### src/rtl/dmem_arbiter.sv
// Two-port arbiter for the single-port data SRAM: CPU has fixed priority, a starvation
// counter guarantees DMA progress, and byte-lane alignment is handled on both directions.
module dmem_arbiter #(
    parameter int ADDR_W       = 16,
    parameter int STARVE_LIMIT = 4
) (
    input  logic              clk,
    input  logic              rst,
    input  logic              cpu_req,
    input  logic              cpu_we,
    input  logic [1:0]        cpu_size,
    input  logic [ADDR_W-1:0] cpu_addr,
    input  logic [31:0]       cpu_wdata,
    output logic              cpu_ack,
    output logic              cpu_err,
    output logic [31:0]       cpu_rdata,
    input  logic              dma_req,
    input  logic              dma_we,
    input  logic [1:0]        dma_size,
    input  logic [ADDR_W-1:0] dma_addr,
    input  logic [31:0]       dma_wdata,
    output logic              dma_ack,
    output logic              dma_err,
    output logic [31:0]       dma_rdata,
    output logic              sram_en,
    output logic [3:0]        sram_we,
    output logic [ADDR_W-1:0] sram_addr,
    output logic [31:0]       sram_wdata,
    input  logic [31:0]       sram_rdata,
    output logic              busy,
    output logic              owner
);

    localparam int CNT_W = $clog2(STARVE_LIMIT + 1);
    localparam logic [CNT_W-1:0] LIMIT = CNT_W'(STARVE_LIMIT);

    typedef enum logic [1:0] {IDLE, ISSUE, RESP} state_t;

    function automatic logic misaligned(input logic [1:0] size, input logic [1:0] a);
        case (size)
            2'b00:   return 1'b0;
            2'b01:   return a[0];
            2'b10:   return a != 2'b00;
            default: return 1'b1;
        endcase
    endfunction

    function automatic logic [3:0] byte_en(input logic [1:0] size, input logic [1:0] a);
        case (size)
            2'b00:   return 4'b0001 << a;
            2'b01:   return 4'b0011 << a;
            default: return 4'b1111;
        endcase
    endfunction

    function automatic logic [31:0] read_lanes(input logic [31:0] rd, input logic we,
                                               input logic [1:0] size, input logic [1:0] a);
        logic [31:0] s;
        s = rd >> {a, 3'b000};
        if (we) return 32'h0;
        case (size)
            2'b00:   return {24'h0, s[7:0]};
            2'b01:   return {16'h0, s[15:0]};
            default: return s;
        endcase
    endfunction

    state_t          state;
    logic [CNT_W-1:0] starve_cnt;
    logic            we_p0;
    logic [1:0]      size_p0;
    logic [1:0]      lane_p0;
    logic [31:0]     cpu_rdata_p2;
    logic [31:0]     dma_rdata_p2;

    logic              dma_wins;
    logic              sel_we;
    logic [1:0]        sel_size;
    logic [ADDR_W-1:0] sel_addr;
    logic [31:0]       sel_wdata;
    logic              sel_bad;
    logic [31:0]       resp_data;

    assign dma_wins  = dma_req && (!cpu_req || starve_cnt == LIMIT);
    assign sel_we    = dma_wins ? dma_we    : cpu_we;
    assign sel_size  = dma_wins ? dma_size  : cpu_size;
    assign sel_addr  = dma_wins ? dma_addr  : cpu_addr;
    assign sel_wdata = dma_wins ? dma_wdata : cpu_wdata;
    assign sel_bad   = misaligned(sel_size, sel_addr[1:0]);
    assign resp_data = read_lanes(sram_rdata, we_p0, size_p0, lane_p0);

    // SRAM data only arrives during RESP, so the ack cycle bypasses the hold register.
    assign cpu_rdata = cpu_ack ? resp_data : cpu_rdata_p2;
    assign dma_rdata = dma_ack ? resp_data : dma_rdata_p2;

    always_ff @(posedge clk or posedge rst) begin
        if (rst) begin
            state        <= IDLE;
            starve_cnt   <= '0;
            owner        <= 1'b0;
            busy         <= 1'b0;
            cpu_ack      <= 1'b0;
            cpu_err      <= 1'b0;
            dma_ack      <= 1'b0;
            dma_err      <= 1'b0;
            sram_en      <= 1'b0;
            sram_we      <= 4'b0000;
            sram_addr    <= '0;
            sram_wdata   <= 32'h0;
            we_p0        <= 1'b0;
            size_p0      <= 2'b00;
            lane_p0      <= 2'b00;
            cpu_rdata_p2 <= 32'h0;
            dma_rdata_p2 <= 32'h0;
        end else begin
            cpu_ack <= 1'b0;
            cpu_err <= 1'b0;
            dma_ack <= 1'b0;
            dma_err <= 1'b0;
            if (!dma_req) starve_cnt <= '0;

            case (state)
                // IDLE -> ISSUE: arbitrate, latch the winner, launch the SRAM strobe
                IDLE: begin
                    if (cpu_req || dma_req) begin
                        owner   <= dma_wins;
                        we_p0   <= sel_we;
                        size_p0 <= sel_size;
                        lane_p0 <= sel_addr[1:0];
                        if (sel_bad) begin
                            if (dma_wins) dma_err <= 1'b1;
                            else          cpu_err <= 1'b1;
                        end else begin
                            state      <= ISSUE;
                            busy       <= 1'b1;
                            sram_en    <= 1'b1;
                            sram_we    <= sel_we ? byte_en(sel_size, sel_addr[1:0]) : 4'b0000;
                            sram_addr  <= {sel_addr[ADDR_W-1:2], 2'b00};
                            sram_wdata <= sel_wdata << {sel_addr[1:0], 3'b000};
                            if (dma_wins)
                                starve_cnt <= '0;
                            else if (dma_req && starve_cnt != LIMIT)
                                starve_cnt <= starve_cnt + 1'b1;
                        end
                    end
                end
                // ISSUE -> RESP: strobe lasts one cycle, owner's ack fires next
                ISSUE: begin
                    state   <= RESP;
                    sram_en <= 1'b0;
                    sram_we <= 4'b0000;
                    if (owner) dma_ack <= 1'b1;
                    else       cpu_ack <= 1'b1;
                end
                // RESP -> IDLE: capture the returned data for the owner only
                RESP: begin
                    state <= IDLE;
                    busy  <= 1'b0;
                    if (cpu_ack) cpu_rdata_p2 <= resp_data;
                    if (dma_ack) dma_rdata_p2 <= resp_data;
                end
                default: state <= IDLE;
            endcase
        end
    end

endmodule

### config.mk
export PLATFORM = sky130hd
export DESIGN_NAME = dmem_arbiter
export DESIGN_NICKNAME = d
export VERILOG_FILES = /design/src/rtl/dmem_arbiter.sv
export SDC_FILE = /design/constraint.sdc
export NUM_CORES = 1
export LEC_CHECK = 0
export CAP_MARGIN = 20
export CORE_UTILIZATION = 40
export DETAILED_ROUTE_END_ITERATION = 10
export PLACE_DENSITY = 0.71
export SLEW_MARGIN = 5
export SYNTH_ARGS = -nofsm -noshare
export SYNTH_HDL_FRONTEND = slang
export SYNTH_SLANG_ARGS = --single-unit
### constraint.sdc
create_clock -name clk -period 6.69 [get_ports clk]
set_input_delay 1.0035 -clock clk [delete_from_list [all_inputs] [get_ports clk]]
set_output_delay 1.0035 -clock clk [all_outputs]
set_load 0.005 [all_outputs]
=== After elaboration in Yosys (flattened, before gate mapping) ===
Cells that the tools add are included.

* ROM bits: 0
* Output and inout port bits: 123
* Latch bits: 0
* Memories: 0
* Flip-flop bits (word level): 131
* Word-level logic and storage cells: 89
* Bits in writable memories: 0
* Bits of input ports: 138

* Bitwise gates (word level): 1
* Divide/modulo/power cells: 0
* Multiplexer cells: 41
* Add/subtract/negate cells: 1
* Equality and inequality tests: 9
* Reduce and logical (&&, ||, !) cells: 16
* $mul: 0
* Shift operators: 4
* $lt $le $gt $ge: 0

{| class="wikitable"
|+ Operator list
! cell !! number
|-
| 32-bit 2-to-1 mux || 5
|-
| 32-bit one-hot mux with 2 select lines || 1
|-
| 32-bit by 5-bit left shift with 32-bit output || 1
|-
| 32-bit by 5-bit right shift with 32-bit output || 1
|-
| 3-bit 2-to-1 mux || 6
|-
| 1-bit 2-to-1 mux || 16
|-
| 16-bit 2-to-1 mux || 1
|-
| 4-bit one-hot mux with 2 select lines || 2
|-
| 4-bit 2-to-1 mux || 3
|-
| 3-bit AND reduction || 3
|-
| 2-bit by 1-bit equality test with 1-bit output, second input constant || 3
|-
| 2-bit logical NOT || 3
|-
| 2-bit 2-to-1 mux || 3
|-
| 2-bit nonzero test || 3
|-
| 2-bit equality test, second input constant || 2
|-
| 2-bit != test, second input constant || 2
|-
| 1-bit one-hot mux with 2 select lines || 2
|-
| 2-bit one-hot mux with 2 select lines || 1
|-
| 2-bit AND reduction || 2
|-
| 1-bit by 2-bit left shift with 4-bit output, first input constant || 1
|-
| 2-bit by 2-bit left shift with 4-bit output, first input constant || 1
|-
| 3-bit by 1-bit adder with 3-bit output, second input constant || 1
|-
| 3-bit equality test, second input constant || 1
|-
| 3-bit != test, second input constant || 1
|-
| other kinds (5) || 7
|}

=== Longest topological paths before layout ===
Gate-level depths: netlist of the first run.

* Word-level depth: 10
* Mapped depth: 10

=== Worst setup path after synthesis of the first run ===
No wires, ideal clock.

* Path type: in2out
* Start point: input sram_rdata[29]
* End point: output cpu_rdata[21]
* Stages: 3
* Path buffers: 0
* Data required time: 5.687 ns
* Path slack: 3.989 ns
* Arrival time: 1.698 ns
* Cells stage by stage: mux2_2 > and3_1 > mux2_2

* Cells in the longest elaborated chain, start to end: 4

{| class="wikitable"
|+ Ends and longest elaborated chain
! element !! line !! source
|-
| start, declared || 29 || <nowiki>input logic [31:0] sram_rdata,</nowiki>
|-
| 32-bit by 5-bit right shift with 32-bit output || 59 || <nowiki>s = rd >> {a, 3'b000};</nowiki>
|-
| 32-bit one-hot mux with 2 select lines || 61 || <nowiki>case (size)</nowiki>
|-
| 32-bit 2-to-1 mux || 61 ||
|-
| 32-bit 2-to-1 mux || -- ||
|-
| end, declared || 16 || <nowiki>output logic [31:0] cpu_rdata,</nowiki>
|}

Every way passes these cells.

=== Worst setup path in the final report of the first run ===
* Start point: input sram_rdata[27]
* End point: output dma_rdata[3]

* Cells in the longest elaborated chain, start to end: 4

{| class="wikitable"
|+ Ends and longest elaborated chain
! element !! line !! source
|-
| 32-bit by 5-bit right shift with 32-bit output || 59 ||
|-
| 32-bit one-hot mux with 2 select lines || 61 ||
|-
| 32-bit 2-to-1 mux || 61 ||
|-
| 32-bit 2-to-1 mux || -- ||
|-
| end, declared || 24 || <nowiki>output logic [31:0] dma_rdata,</nowiki>
|}

Every way passes these cells.

==> results of run 1 <==
[through the flow]
stage | cell area (um2) | worst slack, ns | hold slack (ns) | instances
after floorplan | 7859 | 2.189 | 0.4460 | 855
after global placement | 10550 | 2.638 | 0.4584 | 1319
after detailed placement | 10550 | 2.607 | 0.4650 | 1319
after CTS | 11180 | 2.590 | 0.4729 | 1351
after global routing | 11180 | 2.520 | 0.4988 | 1351
final | 11180 | 2.601 | 0.4659 | 1351
[area by class of cell]
cell class | count | area (um2)
clock buffers | 21 | 480.5
clock inverters | 11 | 150.1
fillers | 1675 | 7776
inverters | 31 | 121.4
multi-input cells | 626 | 4149
flip-flops and latches | 131 | 3278
well taps | 260 | 325.3
repair buffers | 271 | 2675
[where the power goes]
| part | internal, mW | total, mW | leakage, nW | switching (mW) |
|---|---|---|---|---|
| Clock | 0.626 | 0.985 | 0.294 | 0.358 |
| Combinational | 0.944 | 1.64 | 2.84 | 0.693 |
| Sequential | 1.09 | 1.27 | 1.58 | 0.183 |
[routing by layer]
layer | global-route usage, % | vias to the layer above | part of all wire, %
met1 | 33.52 | 3367 | 45
met3 | 6.326 | 33 | 7.7
met2 | 38.47 | 260 | 46
met5 | 0 | - | 0
li1 | - | 3458 | -
met4 | 7.527 | 0 | 1.8
[cell families after synthesis]
logic type	after synthesis
AND/OR/NAND/NOR	304
AO/OA/AOI/OAI	194
flip-flops	131
multiplexers	124
buffers and inverters	98
adder cells (fa/ha/maj)	2
other	1
[state kept, by name (all words and copies together), names as in the netlist]
signal and count:
cpu_rdata_p2 32, dma_err 1, size_p0 2, sram_en 1, cpu_err 1, busy 1, cpu_ack 1, sram_addr 14
owner 1, lane_p0 2, dma_ack 1, state 2, we_p0 1, sram_wdata 32, sram_we 4, starve_cnt 3
dma_rdata_p2 32
[synthesized netlist by cell type (24+ instances only)]
library cell,number
sky130_fd_sc_hd__o21ai_0,68
sky130_fd_sc_hd__mux2i_1,43
sky130_fd_sc_hd__nor2b_1,31
sky130_fd_sc_hd__buf_2,25
sky130_fd_sc_hd__mux2_2,72
sky130_fd_sc_hd__nand3_1,27
sky130_fd_sc_hd__dfrtp_1,131
sky130_fd_sc_hd__nor2_1,52
sky130_fd_sc_hd__nand2_1,146
sky130_fd_sc_hd__a31oi_1,24
sky130_fd_sc_hd__a211oi_1,32
sky130_fd_sc_hd__clkbuf_1,29
sky130_fd_sc_hd__inv_1,29
[path summary, 6_finish.rpt]
path	from	end	slack [ns]	depth (start not counted)
hold reg to reg	owner$_DFFE_PP0P_	cpu_ack$_DFF_PP0_	0.47	1
hold / removal	owner$_DFFE_PP0P_	cpu_ack$_DFF_PP0_	0.47	1
min in group asynchronous	rst	sram_we[3]$_DFFE_PP0P_	1.12	2
max in group asynchronous	rst	sram_addr[7]$_DFFE_PP0P_	4.40	3
setup reg to reg	starve_cnt[0]$_DFF_PP0_	sram_wdata[10]$_DFFE_PP0P_	3.83	10
setup / recovery	sram_rdata[27]	dma_rdata[3]	2.60	5
[layout by cell type (no fill, tap or decap), types with 2 or more instances in the layout]
cell,n
sky130_fd_sc_hd__buf_4,13
sky130_fd_sc_hd__o21ai_1,20
sky130_fd_sc_hd__nor2_1,51
sky130_fd_sc_hd__clkdlybuf4s50_1,257
sky130_fd_sc_hd__inv_6,2
sky130_fd_sc_hd__clkbuf_16,17
sky130_fd_sc_hd__a31oi_1,24
sky130_fd_sc_hd__inv_2,2
sky130_fd_sc_hd__o2bb2ai_1,9
sky130_fd_sc_hd__nor3_1,4
sky130_fd_sc_hd__nand4_1,8
sky130_fd_sc_hd__and2_1,12
sky130_fd_sc_hd__o21a_1,9
sky130_fd_sc_hd__conb_1,2
sky130_fd_sc_hd__bufinv_16,3
sky130_fd_sc_hd__dfrtp_1,131
sky130_fd_sc_hd__nor2_2,3
sky130_fd_sc_hd__mux4_2,8
sky130_fd_sc_hd__and3_1,9
sky130_fd_sc_hd__inv_1,28
sky130_fd_sc_hd__o21ai_0,68
sky130_fd_sc_hd__a21oi_1,11
sky130_fd_sc_hd__nor2b_1,30
sky130_fd_sc_hd__a211oi_1,32
sky130_fd_sc_hd__clkbuf_8,4
sky130_fd_sc_hd__ha_1,2
sky130_fd_sc_hd__mux2_2,72
sky130_fd_sc_hd__nand2_1,146
sky130_fd_sc_hd__mux2i_1,43
sky130_fd_sc_hd__a22o_1,3
sky130_fd_sc_hd__nand3_1,27
sky130_fd_sc_hd__clkinvlp_4,5
sky130_fd_sc_hd__o32a_1,8
==> out/results.ini, run 1 <==
[clocking]
postCtsResizedCells=0
cts_hold_buf=0
htree_num_levels=4
cts_made_buffers=17
tritoncts=yes
numClockSinks=131
cts.reportedPaths.clkPinSlew_ns=0.06
ctsLongestPathBuffers=2
post-cts-setup-buffers=0
worst_skew_pair.late_latency_ns=0.42
clockRootBuffer=sky130_fd_sc_hd__clkbuf_16

[drt]
vias=7118
initialDrtViolationCount=361
final_antenna_net_count=0
post_drt_via_cell_ratio=5.269
postRouteWirelength_um=24220
remaining_drc_errors=0
detailedRoute.firstPassIterationCount=5
routed_wl_per_cell_um=17.93

[floorplan]
design.die.area_um2=20200
die_w_um=142.1
fp-row-count=50
pin_count=261
vert_die_dim_um=142.1
initial_standard_cell_utilization_of_the_core_pct=41.44
core_um2=18960

[pwr]
totalPowerFinal_mw=3.893
static_leak_nw=4.708
power-per-cell-area_nw_per_um2=348.3
vdd.ir_drop.worst_mv=0.1949

[yosys]
syn-cell-area_um2=7855
combinational_family_with_the_most_area_after_synthesis=multiplexers
yosys_most_used_dff=sky130_fd_sc_hd__dfrtp_1
fraction_of_the_mapped_netlist_area_in_compound_gates_pct=16.02
yosysTopAreaCell=sky130_fd_sc_hd__dfrtp_1
async_reset_ff_share_pct=100.0
post_synth_main_area_contributors=sky130_fd_sc_hd__dfrtp_1 42%, sky130_fd_sc_hd__mux2_2 10%, sky130_fd_sc_hd__nand2_1 7.0%
synth.avg_cell_area_um2=9.198
synth_edf_count=0
synth_mux_area_share_pct=18.24
post_synth_and_or_nand_nor_area_fraction_pct=18.08
synth_xor_area_share_pct=0
synth.yosys.seq_area_share_pct=41.73
post-synth-top-area-fraction_pct=41.73
yosys_warnings=0
synth_cell_types=55
postSynthCellCount=854
synthesized_flop_and_latch_total=131
yosys.area_share.adder_pct=0.3186

[cells_and_area]
postLayoutCoreUtil_pct=58.98
final_layout_size_suffix_gt1_share_pct=13.47
finish.net_count=1218
layout-area-overhead-vs-synth_pct=42.32
n_antenna_cell=0

[sta]
clock-skew-final_ns=0.006695
max_slew_margin_pct=34.83
setup_repair_after_global_routing_missed_its_margin=false
min_period_over_period_pct=61.12
timing_worst_slew_pin_value_ns=0.9740
max_slew_violation_count=0
setup-tns-final_ns=0
final-setup-viol-count=0
achievable-frequency_ghz=0.2446
final.min_clock_period_ns=4.089
finalHoldViolCount=0

[global_route]
grt_first_pass_wirelength_um=38430
grt_start_max_net_pins=81
grt_pass1_vias=6845
groute.usage.overall_pct=24.66
global_route.overflow_total=0
antenna_found_initial=0

[setup_path]
crit_path_max_incr_delay_ns=0.57
critical_path_launch_point_type=primary input
worstPathCellList=clkdlybuf4s50_1 > mux2i_1 > a211oi_1 > mux2_2 > clkdlybuf4s50_1
timing.critical_path.to_type=primary output
slowest_stage=sky130_fd_sc_hd__clkdlybuf4s50_1
critPathRequiredTime_ns=5.69
crit_path_max_fanout=5
worst_ep_arrival_time_ns=3.09
cp_common_cell=sky130_fd_sc_hd__clkdlybuf4s50_1
critPathTopFamily=buffers and inverters
setup.worst_path.class=primary input to primary output
critPathBufInv=2

[flow_run]
max-cap-violations=0

[placement]
place.detailed.hpwl_um=17190
place.gp.congestion=0.8605
portBuffers=258

[outcome]
result_of_the_run=completed

[hold_path]
min-delay-path-class=register to register

Note: power is estimated with default switching activity, not from simulation.
==> run 2, diff against run 1 <==
--- a/config.mk
+++ b/config.mk
@@ -8,7 +8,7 @@
 export CAP_MARGIN = 20
 export CORE_UTILIZATION = 40
 export DETAILED_ROUTE_END_ITERATION = 10
-export PLACE_DENSITY = 0.71
+export PLACE_DENSITY = 0.74
 export SLEW_MARGIN = 5
 export SYNTH_ARGS = -nofsm -noshare
 export SYNTH_HDL_FRONTEND = slang
==> constraint.sdc (replaced) <==
create_clock -name clk -period 3.3 [get_ports clk]
set_input_delay 0.495 -clock clk [delete_from_list [all_inputs] [get_ports clk]]
set_output_delay 0.495 -clock clk [all_outputs]
set_load 0.005 [all_outputs]
==> run 2 against run 1 <==
Critical path type is now register to primary output. Power rose by 110%. Wire length is 1.4% higher. Largest power group unchanged. Critical endpoint is now cpu_rdata[20]. Clock skew up 0.0055 ns. Largest cell class unchanged. Sequential share of layout area decreased by 0.41 points. Sequential power grew 100%.
==> out/results.ini, run 2 (synthesized netlist as in run 1, its figures left out) <==
[pwr]
vdd.ir_drop.worst_mv=0.4229
power-per-cell-area_nw_per_um2=714.8
static_leak_nw=4.814

[floorplan]
design.die.area_um2=20200
initial_standard_cell_utilization_of_the_core_pct=41.44
fp-row-count=50
vert_die_dim_um=142.1
pin_count=261
core_um2=18960
die_w_um=142.1

[sta]
achievable-frequency_ghz=0.3124
setup_repair_after_global_routing_missed_its_margin=false
final.min_clock_period_ns=3.201
clock-skew-final_ns=0.01223
max_slew_margin_pct=49.61
final-setup-viol-count=0
min_period_over_period_pct=97.00
max_slew_violation_count=0
timing_worst_slew_pin_value_ns=0.7558
setup-tns-final_ns=0
finalHoldViolCount=0

[global_route]
groute.usage.overall_pct=24.54
global_route.overflow_total=0
grt_first_pass_wirelength_um=38210
antenna_found_initial=0
grt_pass1_vias=6994
grt_start_max_net_pins=132

[setup_path]
critPathRequiredTime_ns=2.80
timing.critical_path.to_type=primary output
critical_path_launch_point_type=register
worst_ep_arrival_time_ns=2.71
crit_path_max_fanout=15
setup.worst_path.class=register to primary output

[clocking]
htree_num_levels=4
cts.reportedPaths.clkPinSlew_ns=0.06
worst_skew_pair.late_latency_ns=0.42
clockRootBuffer=sky130_fd_sc_hd__clkbuf_16
ctsLongestPathBuffers=2
cts_made_buffers=17
tritoncts=yes
cts_hold_buf=0
post-cts-setup-buffers=0
numClockSinks=131

[placement]
dpl-instance-area_um2=10670
place.gp.congestion=0.9017
place.detailed.hpwl_um=17460
dpl.cell_count=1332
portBuffers=258

[drt]
detailedRoute.firstPassIterationCount=4
final_antenna_net_count=0
routed_wl_per_cell_um=18.00
vias=7228
post_drt_via_cell_ratio=5.299
remaining_drc_errors=0
initialDrtViolationCount=455
postRouteWirelength_um=24550

[cells_and_area]
layout_commonest_cell=sky130_fd_sc_hd__clkdlybuf4s50_1
finish.net_count=1231
final_cell_mix=257 x sky130_fd_sc_hd__clkdlybuf4s50_1, 146 x sky130_fd_sc_hd__nand2_1, 129 x sky130_fd_sc_hd__dfrtp_1
registers_with_the_most_flip_flops=cpu_rdata_p2: 32 flops, dma_rdata_p2: 32 flops, sram_wdata: 32 flops
layout-area-overhead-vs-synth_pct=44.46
stdcell_count=1364
n_antenna_cell=0
final_layout_size_suffix_gt1_share_pct=14.67
layout.cell_area.non_filler_um2=11350

[flow_run]
max-cap-violations=0

[hold_path]
min-delay-path-class=register to register

[outcome]
result_of_the_run=completed

run 2: cell types whose count changed in the layout (fill, tap and decap cells not counted), moves of 2 or more:
cell and change:
sky130_fd_sc_hd__clkinvlp_4 -4, sky130_fd_sc_hd__clkbuf_8 -3, sky130_fd_sc_hd__dfrtp_2 +2, sky130_fd_sc_hd__dfrtp_1 -2
sky130_fd_sc_hd__bufinv_16 +3, sky130_fd_sc_hd__buf_12 +2, sky130_fd_sc_hd__buf_4 +11, sky130_fd_sc_hd__clkinv_4 +2
sky130_fd_sc_hd__clkinv_2 +2
run 2: power breakdown:
part           switching [mW]  internal (mW)  total [mW]
Clock                   0.725           1.44        2.16
Sequential              0.375           2.21        2.58
Combinational            1.41           1.96        3.36
run 2: worst max-delay path, stage by stage, from the launching register on:
cell                              delay [ns]
sky130_fd_sc_hd__dfrtp_1                0.69
sky130_fd_sc_hd__buf_4                  0.29
sky130_fd_sc_hd__mux2_2                 0.38
sky130_fd_sc_hd__and3_1                 0.20
sky130_fd_sc_hd__mux2_2                 0.29
sky130_fd_sc_hd__clkdlybuf4s50_1        0.45
run 2: what timing repair did:
item                       CTS  global route
gates resized for setup      1             2
hold endpoints to repair     0             0
setup endpoints to repair    1            16
run 2: path summary, 6_finish.rpt:
path	startpoint	to	slack, ns	cells past startpoint
min in group asynchronous	rst	cpu_err$_DFF_PP0_	0.58	3
worst max-delay path	lane_p0[0]$_DFFE_PP0P_	cpu_rdata[20]	0.1	5
worst min-delay path	owner$_DFFE_PP0P_	cpu_ack$_DFF_PP0_	0.47	1
worst min register to register	owner$_DFFE_PP0P_	cpu_ack$_DFF_PP0_	0.47	1
max in group asynchronous	rst	cpu_rdata_p2[9]$_DFFE_PP0N_	2.10	3
worst max register to register	starve_cnt[0]$_DFF_PP0_	sram_wdata[13]$_DFFE_PP0P_	0.83	10
run 2: area by class of cell:
| type | count | area (um2) |
|---|---|---|
| flip-flops and latches | 131 | 3281 |
| inverters | 31 | 120.1 |
| clock inverters | 13 | 230.2 |
| well taps | 260 | 325.3 |
| repair buffers | 284 | 2798 |
| clock buffers | 19 | 442.9 |
| fillers | 1645 | 7609 |
| multi-input cells | 626 | 4150 |
run 2: per-stage QoR:
stage          utilization, %  power [mW]  hold slack (ns)  setup slack, ns
6_report                59.86       8.111           0.4662          0.09886
4_1_cts                 59.85       8.176           0.4727          0.05971
5_1_grt                 59.86       8.596           0.4973         0.009080
3_3_place_gp            56.29       5.911           0.4592           0.2975
3_5_place_dp            56.29       5.968           0.4644           0.2702
2_1_floorplan               -       4.077           0.4460            1.132
run 2: routing by layer:
layer	wire length, um	track usage, %
met1	10700	31.85
met2	11510	39.60
met3	1904	6.797
met4	442	7.697
met5	0	0
